File: src/rtl/interrupt_arbiter_pkg.sv
// Shared interrupt constants, mip write mask, privilege encoding and arbiter state enum.
package interrupt_arbiter_pkg;

  localparam int IRQ_SSI = 1;
  localparam int IRQ_MSI = 3;
  localparam int IRQ_STI = 5;
  localparam int IRQ_MTI = 7;
  localparam int IRQ_SEI = 9;
  localparam int IRQ_MEI = 11;

  // Software-writable mip bits: SEIP, STIP, SSIP
  localparam logic [31:0] MIP_WMASK = 32'h0000_0222;

  typedef enum logic [1:0] {
    USER_PRIVILEGE       = 2'b00,
    SUPERVISOR_PRIVILEGE = 2'b01,
    MACHINE_PRIVILEGE    = 2'b11
  } privilege_t;

  typedef enum logic [1:0] {
    IDLE    = 2'd0,
    REQUEST = 2'd1,
    BLOCKED = 2'd2
  } arb_state_e;

endpackage

File: src/rtl/interrupt_sync.sv
// SYNC_STAGES-deep single-bit synchronizer with asynchronous active-high reset.
module interrupt_sync #(
  parameter int SYNC_STAGES = 2
) (
  input  logic clk,
  input  logic rst,
  input  logic d,
  output logic q
);

  logic [SYNC_STAGES-1:0] ff;

  always_ff @(posedge clk or posedge rst) begin
    if (rst) ff <= '0;
    else     ff <= {ff[SYNC_STAGES-2:0], d};
  end

  assign q = ff[SYNC_STAGES-1];

endmodule

File: src/rtl/interrupt_arbiter.sv
// Interrupt arbiter: syncs external lines, holds mip, gates and prioritizes, req/ack to trap logic.
// Supervisor interrupt bits are enabled by defining INTERRUPT_SUPERVISOR_EN.
module interrupt_arbiter
  import interrupt_arbiter_pkg::*;
#(
  parameter int SYNC_STAGES = 2,
  parameter int ECODE_W     = 5
) (
  input  logic               clk,
  input  logic               rst,
  input  logic               ext_meip,
  input  logic               ext_mtip,
  input  logic               ext_msip,
  input  logic               mip_wr,
  input  logic [31:0]        mip_wdata,
  input  logic [31:0]        mie,
  input  logic               mstatus_mie,
  input  logic [1:0]         privilege,
  output logic [31:0]        mip_o,
  output logic               irq_req,
  output logic [ECODE_W-1:0] irq_code,
  input  logic               irq_ack,
  input  logic               trap_done,
  output logic               wfi_wake
);

  logic meip_s, mtip_s, msip_s;
  logic meip_q, mtip_q, msip_q;
  logic seip_q, stip_q, ssip_q;

  interrupt_sync #(.SYNC_STAGES(SYNC_STAGES)) u_sync_mei (.clk(clk), .rst(rst), .d(ext_meip), .q(meip_s));
  interrupt_sync #(.SYNC_STAGES(SYNC_STAGES)) u_sync_mti (.clk(clk), .rst(rst), .d(ext_mtip), .q(mtip_s));
  interrupt_sync #(.SYNC_STAGES(SYNC_STAGES)) u_sync_msi (.clk(clk), .rst(rst), .d(ext_msip), .q(msip_s));

  always_ff @(posedge clk or posedge rst) begin
    if (rst) begin
      meip_q <= 1'b0;
      mtip_q <= 1'b0;
      msip_q <= 1'b0;
    end else begin
      meip_q <= meip_s;
      mtip_q <= mtip_s;
      msip_q <= msip_s;
    end
  end

`ifdef INTERRUPT_SUPERVISOR_EN
  always_ff @(posedge clk or posedge rst) begin
    if (rst) begin
      seip_q <= 1'b0;
      stip_q <= 1'b0;
      ssip_q <= 1'b0;
    end else if (mip_wr) begin
      seip_q <= mip_wdata[IRQ_SEI];
      stip_q <= mip_wdata[IRQ_STI];
      ssip_q <= mip_wdata[IRQ_SSI];
    end
  end
`else
  assign seip_q = 1'b0;
  assign stip_q = 1'b0;
  assign ssip_q = 1'b0;
`endif

  always_comb begin
    mip_o          = '0;
    mip_o[IRQ_MEI] = meip_q;
    mip_o[IRQ_MTI] = mtip_q;
    mip_o[IRQ_MSI] = msip_q;
    mip_o[IRQ_SEI] = seip_q;
    mip_o[IRQ_STI] = stip_q;
    mip_o[IRQ_SSI] = ssip_q;
  end

  assign wfi_wake = |(mip_o & mie);

  // Below machine mode, M-level interrupts are always globally enabled
  logic        gie;
  logic [31:0] pend_en;
  assign gie     = (privilege != MACHINE_PRIVILEGE) || mstatus_mie;
  assign pend_en = mip_o & mie & {32{gie}};

  logic [ECODE_W-1:0] win_code;
  always_comb begin
    win_code = '0;
    if      (pend_en[IRQ_MEI]) win_code = ECODE_W'(IRQ_MEI);
    else if (pend_en[IRQ_MSI]) win_code = ECODE_W'(IRQ_MSI);
    else if (pend_en[IRQ_MTI]) win_code = ECODE_W'(IRQ_MTI);
`ifdef INTERRUPT_SUPERVISOR_EN
    else if (pend_en[IRQ_SEI]) win_code = ECODE_W'(IRQ_SEI);
    else if (pend_en[IRQ_SSI]) win_code = ECODE_W'(IRQ_SSI);
    else if (pend_en[IRQ_STI]) win_code = ECODE_W'(IRQ_STI);
`endif
  end

  arb_state_e state;

  always_ff @(posedge clk or posedge rst) begin
    if (rst) begin
      state    <= IDLE;
      irq_req  <= 1'b0;
      irq_code <= '0;
    end else begin
      case (state)
        IDLE: if (|pend_en) begin
          state    <= REQUEST;
          irq_req  <= 1'b1;
          irq_code <= win_code;
        end
        // Ack takes precedence over a same-cycle withdrawal; code is never re-latched here
        REQUEST: if (irq_ack) begin
          state   <= BLOCKED;
          irq_req <= 1'b0;
        end else if (pend_en == '0) begin
          state   <= IDLE;
          irq_req <= 1'b0;
        end
        BLOCKED: if (trap_done) state <= IDLE;
        default: begin
          state   <= IDLE;
          irq_req <= 1'b0;
        end
      endcase
    end
  end

endmodule

File: config.mk
export PLATFORM = sky130hd
export DESIGN_NAME = interrupt_arbiter
export DESIGN_NICKNAME = d
export VERILOG_FILES = /design/src/rtl/interrupt_arbiter_pkg.sv /design/src/rtl/interrupt_sync.sv /design/src/rtl/interrupt_arbiter.sv
export SDC_FILE = /design/constraint.sdc
export NUM_CORES = 1
export LEC_CHECK = 0
export ABC_AREA = 1
export ABC_CLOCK_PERIOD_IN_PS = 1400
export CAP_MARGIN = 20
export CORE_AREA = 3 3 62 64
export CTS_CLUSTER_DIAMETER = 50
export CTS_CLUSTER_SIZE = 12
export DETAILED_ROUTE_END_ITERATION = 10
export DIE_AREA = 0 0 65 67
export MAX_ROUTING_LAYER = met4
export PLACE_DENSITY = 0.79
export SKIP_LAST_GASP = 1
export SLEW_MARGIN = 20
export SYNTH_ARGS = -nofsm -noshare
export SYNTH_HDL_FRONTEND = slang
export SYNTH_SLANG_ARGS = --single-unit
File: constraint.sdc
create_clock -name clk -period 1.4 [get_ports clk]
set_clock_uncertainty 0.15 [all_clocks]
set_input_delay 0.21 -clock clk [delete_from_list [all_inputs] [get_ports clk]]
set_output_delay 0.21 -clock clk [all_outputs]
set_load 0.01 [all_outputs]
==> results.json <==
{
  "run_status": "complete, but fails checks",
  "failed_checks": "setup timing",
  "ioPinCount": 114,
  "cts-hold-fix-buffers": 0,
  "drtAntennaViolNets": 0,
  "post-synth-top-count-cell": "sky130_fd_sc_hd__buf_4",
  "tritoncts_buffers": 3,
  "chipWidth_um": 65,
  "num_antenna_cells": 0,
  "synth_top_area_cell": "sky130_fd_sc_hd__dfrtp_1",
  "num_vias": 462,
  "postSynthAreaPerCell_sq_um": 10.2,
  "setup_viol": 1,
  "hold_class": "input port to asynchronous set/reset pin",
  "detailedPlacementHpwl_um": 973,
  "finalCritPeriodShare_pct": 102,
  "cp-start-kind": "flip-flop",
  "critPathMaxFanout": 2,
  "final.setup.tns_ns": -0.0344,
  "overflow": 0,
  "synth.distinct_cells": 18,
  "die-area_sq_um": 4360,
  "core_region_area_sq_um": 3340,
  "crit_buf_inv": 2,
  "synth_enable_flop_cells": 0,
  "pin_count_of_the_biggest_net_entering_global_routing": 16,
  "hold_viol_final": 0,
  "max_cap_viol_count": 0,
  "via_per_inst": 3.06,
  "filler_cells_inserted": 369,
  "synth_area_leaders": "sky130_fd_sc_hd__dfrtp_1 47%, sky130_fd_sc_hd__buf_4 32%, sky130_fd_sc_hd__nand2_1 4.2%",
  "grt_busiest_layer": "met2",
  "number_of_clock_sinks": 15,
  "end_kind": "primary output",
  "initial_util_pct": 24.0,
  "gr-usage-met3_pct": 4.05,
  "finish.cell_count_without_fillers": 151,
  "path_cells": "buf_4 -> dlygate4sd2_1",
  "clock_h_tree_levels": 1,
  "die_height_um": 67,
  "commonest_cells_post_synth": "34 x sky130_fd_sc_hd__buf_4, 15 x sky130_fd_sc_hd__dfrtp_1, 9 x sky130_fd_sc_hd__nand2_1",
  "vias_in_the_first_global_route": 379,
  "clock_tree.root_cell": "sky130_fd_sc_hd__clkbuf_4",
  "gp_congestion": 0.733,
  "dp_worst_setup_slack_ns": -0.318,
  "final_max_slew_viol_count": 0,
  "crit_path_top_delay_cell": "sky130_fd_sc_hd__dfrtp_1",
  "drc_errors": 0,
  "worst_ir_drop_vdd_mv": 0.630,
  "worst_r2r_startpoint": "meip_q",
  "synthesis.area_sq_um": 802,
  "r2r-end": "irq_code[3]",
  "required_ns": 1.04,
  "reg2regPathDepth": 8,
  "ys_dominant_reg_cell": "sky130_fd_sc_hd__dfrtp_1",
  "achievable-frequency_mhz": 697,
  "nets_final": 181,
  "syn-instance-count": 79,
  "timing.final.ws_setup_ns": -0.0344,
  "finalWirelength_um": 1150,
  "static-leakage-power_nw": 0.507,
  "dp_cells": 146,
  "pwr_density_cell_nw_per_um2": 1250,
  "tritoncts_clock_tree": "done",
  "grt_antenna_before_repair": 0,
  "worstSetupPathType": "flip-flop to primary output",
  "synthToLayoutAreaGrowth_pct": 22.5,
  "grt_first_pass_wirelength_um": 1700,
  "sequential_cell_area_sq_um": 375,
  "worstSkewPairLatency_ns": 0.27,
  "grt_usage_pct": 5.28,
  "netlist.area_leader.share_pct": 46.8,
  "ff2ff_setup_slack_ns": 0.13,
  "routedWlPerCell_um": 7.62,
  "worstSetupEndpoint": "mip_o[11]",
  "worstPathArrival_ns": 1.07,
  "globalRouteMet2Util_pct": 7.66,
  "met1_usage_pct": 5.86,
  "drt_first_pass_iters": 2,
  "power_w": 0.00123,
  "critical_path.top_delay_family": "flip-flops",
  "yosys_warnings": 0,
  "timing.final.crit_period_ns": 1.43,
  "drive_gt1_share_pct": 20.0,
  "clk_pin_slew_worst_paths_ns": 0.08,
  "timing.critical_path.from": "meip_q",
  "ctsLongestPathBuffers": 2,
  "critical_path.max_stage_delay_ns": 0.40,
  "grt_setup_unrepaired": "yes",
  "synth.ff_latch_count": 15,
  "placementRows": 21,
  "asyncSetResetFlopFracSynth_pct": 100,
  "worstSetupPathDepth": 2,
  "drt_iter0_drc": 11,
  "synth_seq_area_share_pct": 46.8,
  "port_buffers": 21,
  "multi_input_comb_area_sq_um": 268
}
-- power by group --
| part | switching, W | leakage [nW] | internal (W) |
|---|---|---|---|
| sequential | 0.0000488 | 0.175 | 0.000514 |
| combinational | 0.000253 | 0.317 | 0.000187 |
| clock | 0.000118 | 0.0150 | 0.000110 |
-- routing by layer --
metal  routed length, um  share of wire [%]
met5                   0                  0
met4                   0                  0
met3                 203                 18
met2                 459                 40
met1                 489                 42
-- timing repair --
item,4_1_cts,5_1_grt
endpoints found under the setup margin,9,1
hold endpoints to repair,0,0
resized for setup,9,3
buffers inserted,0,1
-- tightest hold or removal path: stages --
cell	delay, ns
sky130_fd_sc_hd__clkdlybuf4s50_1	0.39
sky130_fd_sc_hd__inv_1	0.05
sky130_fd_sc_hd__buf_4	0.21
-- worst min path at each step --
stage | to | depth (start not counted) | start
floorplan | irq_code[1] | 1 | rst
CTS | irq_code[1] | 3 | rst
detailed placement | msip_q | 0 | u_sync_msi.ff[1]
finish | u_sync_mti.ff[0] | 3 | rst
global placement | meip_q | 0 | u_sync_mei.ff[1]
global route | irq_code[1] | 3 | rst
-- placed cells by master (no fill, tap or decap) --
cell type and instances:
sky130_fd_sc_hd__nand2_1 8, sky130_fd_sc_hd__nand3_1 3, sky130_fd_sc_hd__conb_1 30, sky130_fd_sc_hd__nand2_4 1, sky130_fd_sc_hd__clkbuf_1 1, sky130_fd_sc_hd__nor2_2 1, sky130_fd_sc_hd__clkdlybuf4s50_1 12, sky130_fd_sc_hd__dlygate4sd2_1 8
sky130_fd_sc_hd__clkbuf_2 1, sky130_fd_sc_hd__nand2_2 4, sky130_fd_sc_hd__dfrtp_1 15, sky130_fd_sc_hd__nand3b_4 1, sky130_fd_sc_hd__nor2_1 1, sky130_fd_sc_hd__a21oi_2 1, sky130_fd_sc_hd__o21ai_2 1, sky130_fd_sc_hd__o21ai_1 1
sky130_fd_sc_hd__clkbuf_4 3, sky130_fd_sc_hd__a21oi_1 1, sky130_fd_sc_hd__inv_1 3, sky130_fd_sc_hd__inv_2 1, sky130_fd_sc_hd__or2_1 1, sky130_fd_sc_hd__nand3_2 1, sky130_fd_sc_hd__buf_4 6
-- registers in the layout, indices dropped and copies added, names as in the netlist --
name and flops:
u_sync_mti.ff 2, irq_req 1, u_sync_msi.ff 2, msip_q 1, mtip_q 1, state 2
meip_q 1, irq_code 3, u_sync_mei.ff 2
-- kinds of logic after synthesis --
group | count (synthesis) | synth area share [%]
buf+inv | 38 | 33.7
simple gates | 21 | 15.6
flops | 15 | 46.8
compound gates | 4 | 3.43
other cells | 1 | 0.468
-- metrics by stage --
stage	utilization [%]	instance area, sq um	hold slack (ns)
floorplan	-	911	-0.0385
global placement	28.8	961	0.184
detailed placement	28.8	961	0.185
CTS	29.2	976	0.0785
global route	29.4	982	0.0909
finish	29.4	982	0.0740
-- area by class of cell --
class / instances / share of cell area, %
multi-input combinational: 55 / 27.3
tap: 46 / 5.86
inverter: 4 / 1.53
clock buffer: 4 / 2.68
sequential: 15 / 38.2
timing repair buffer: 27 / 24.5
Power figures use the tool's default switching activity.
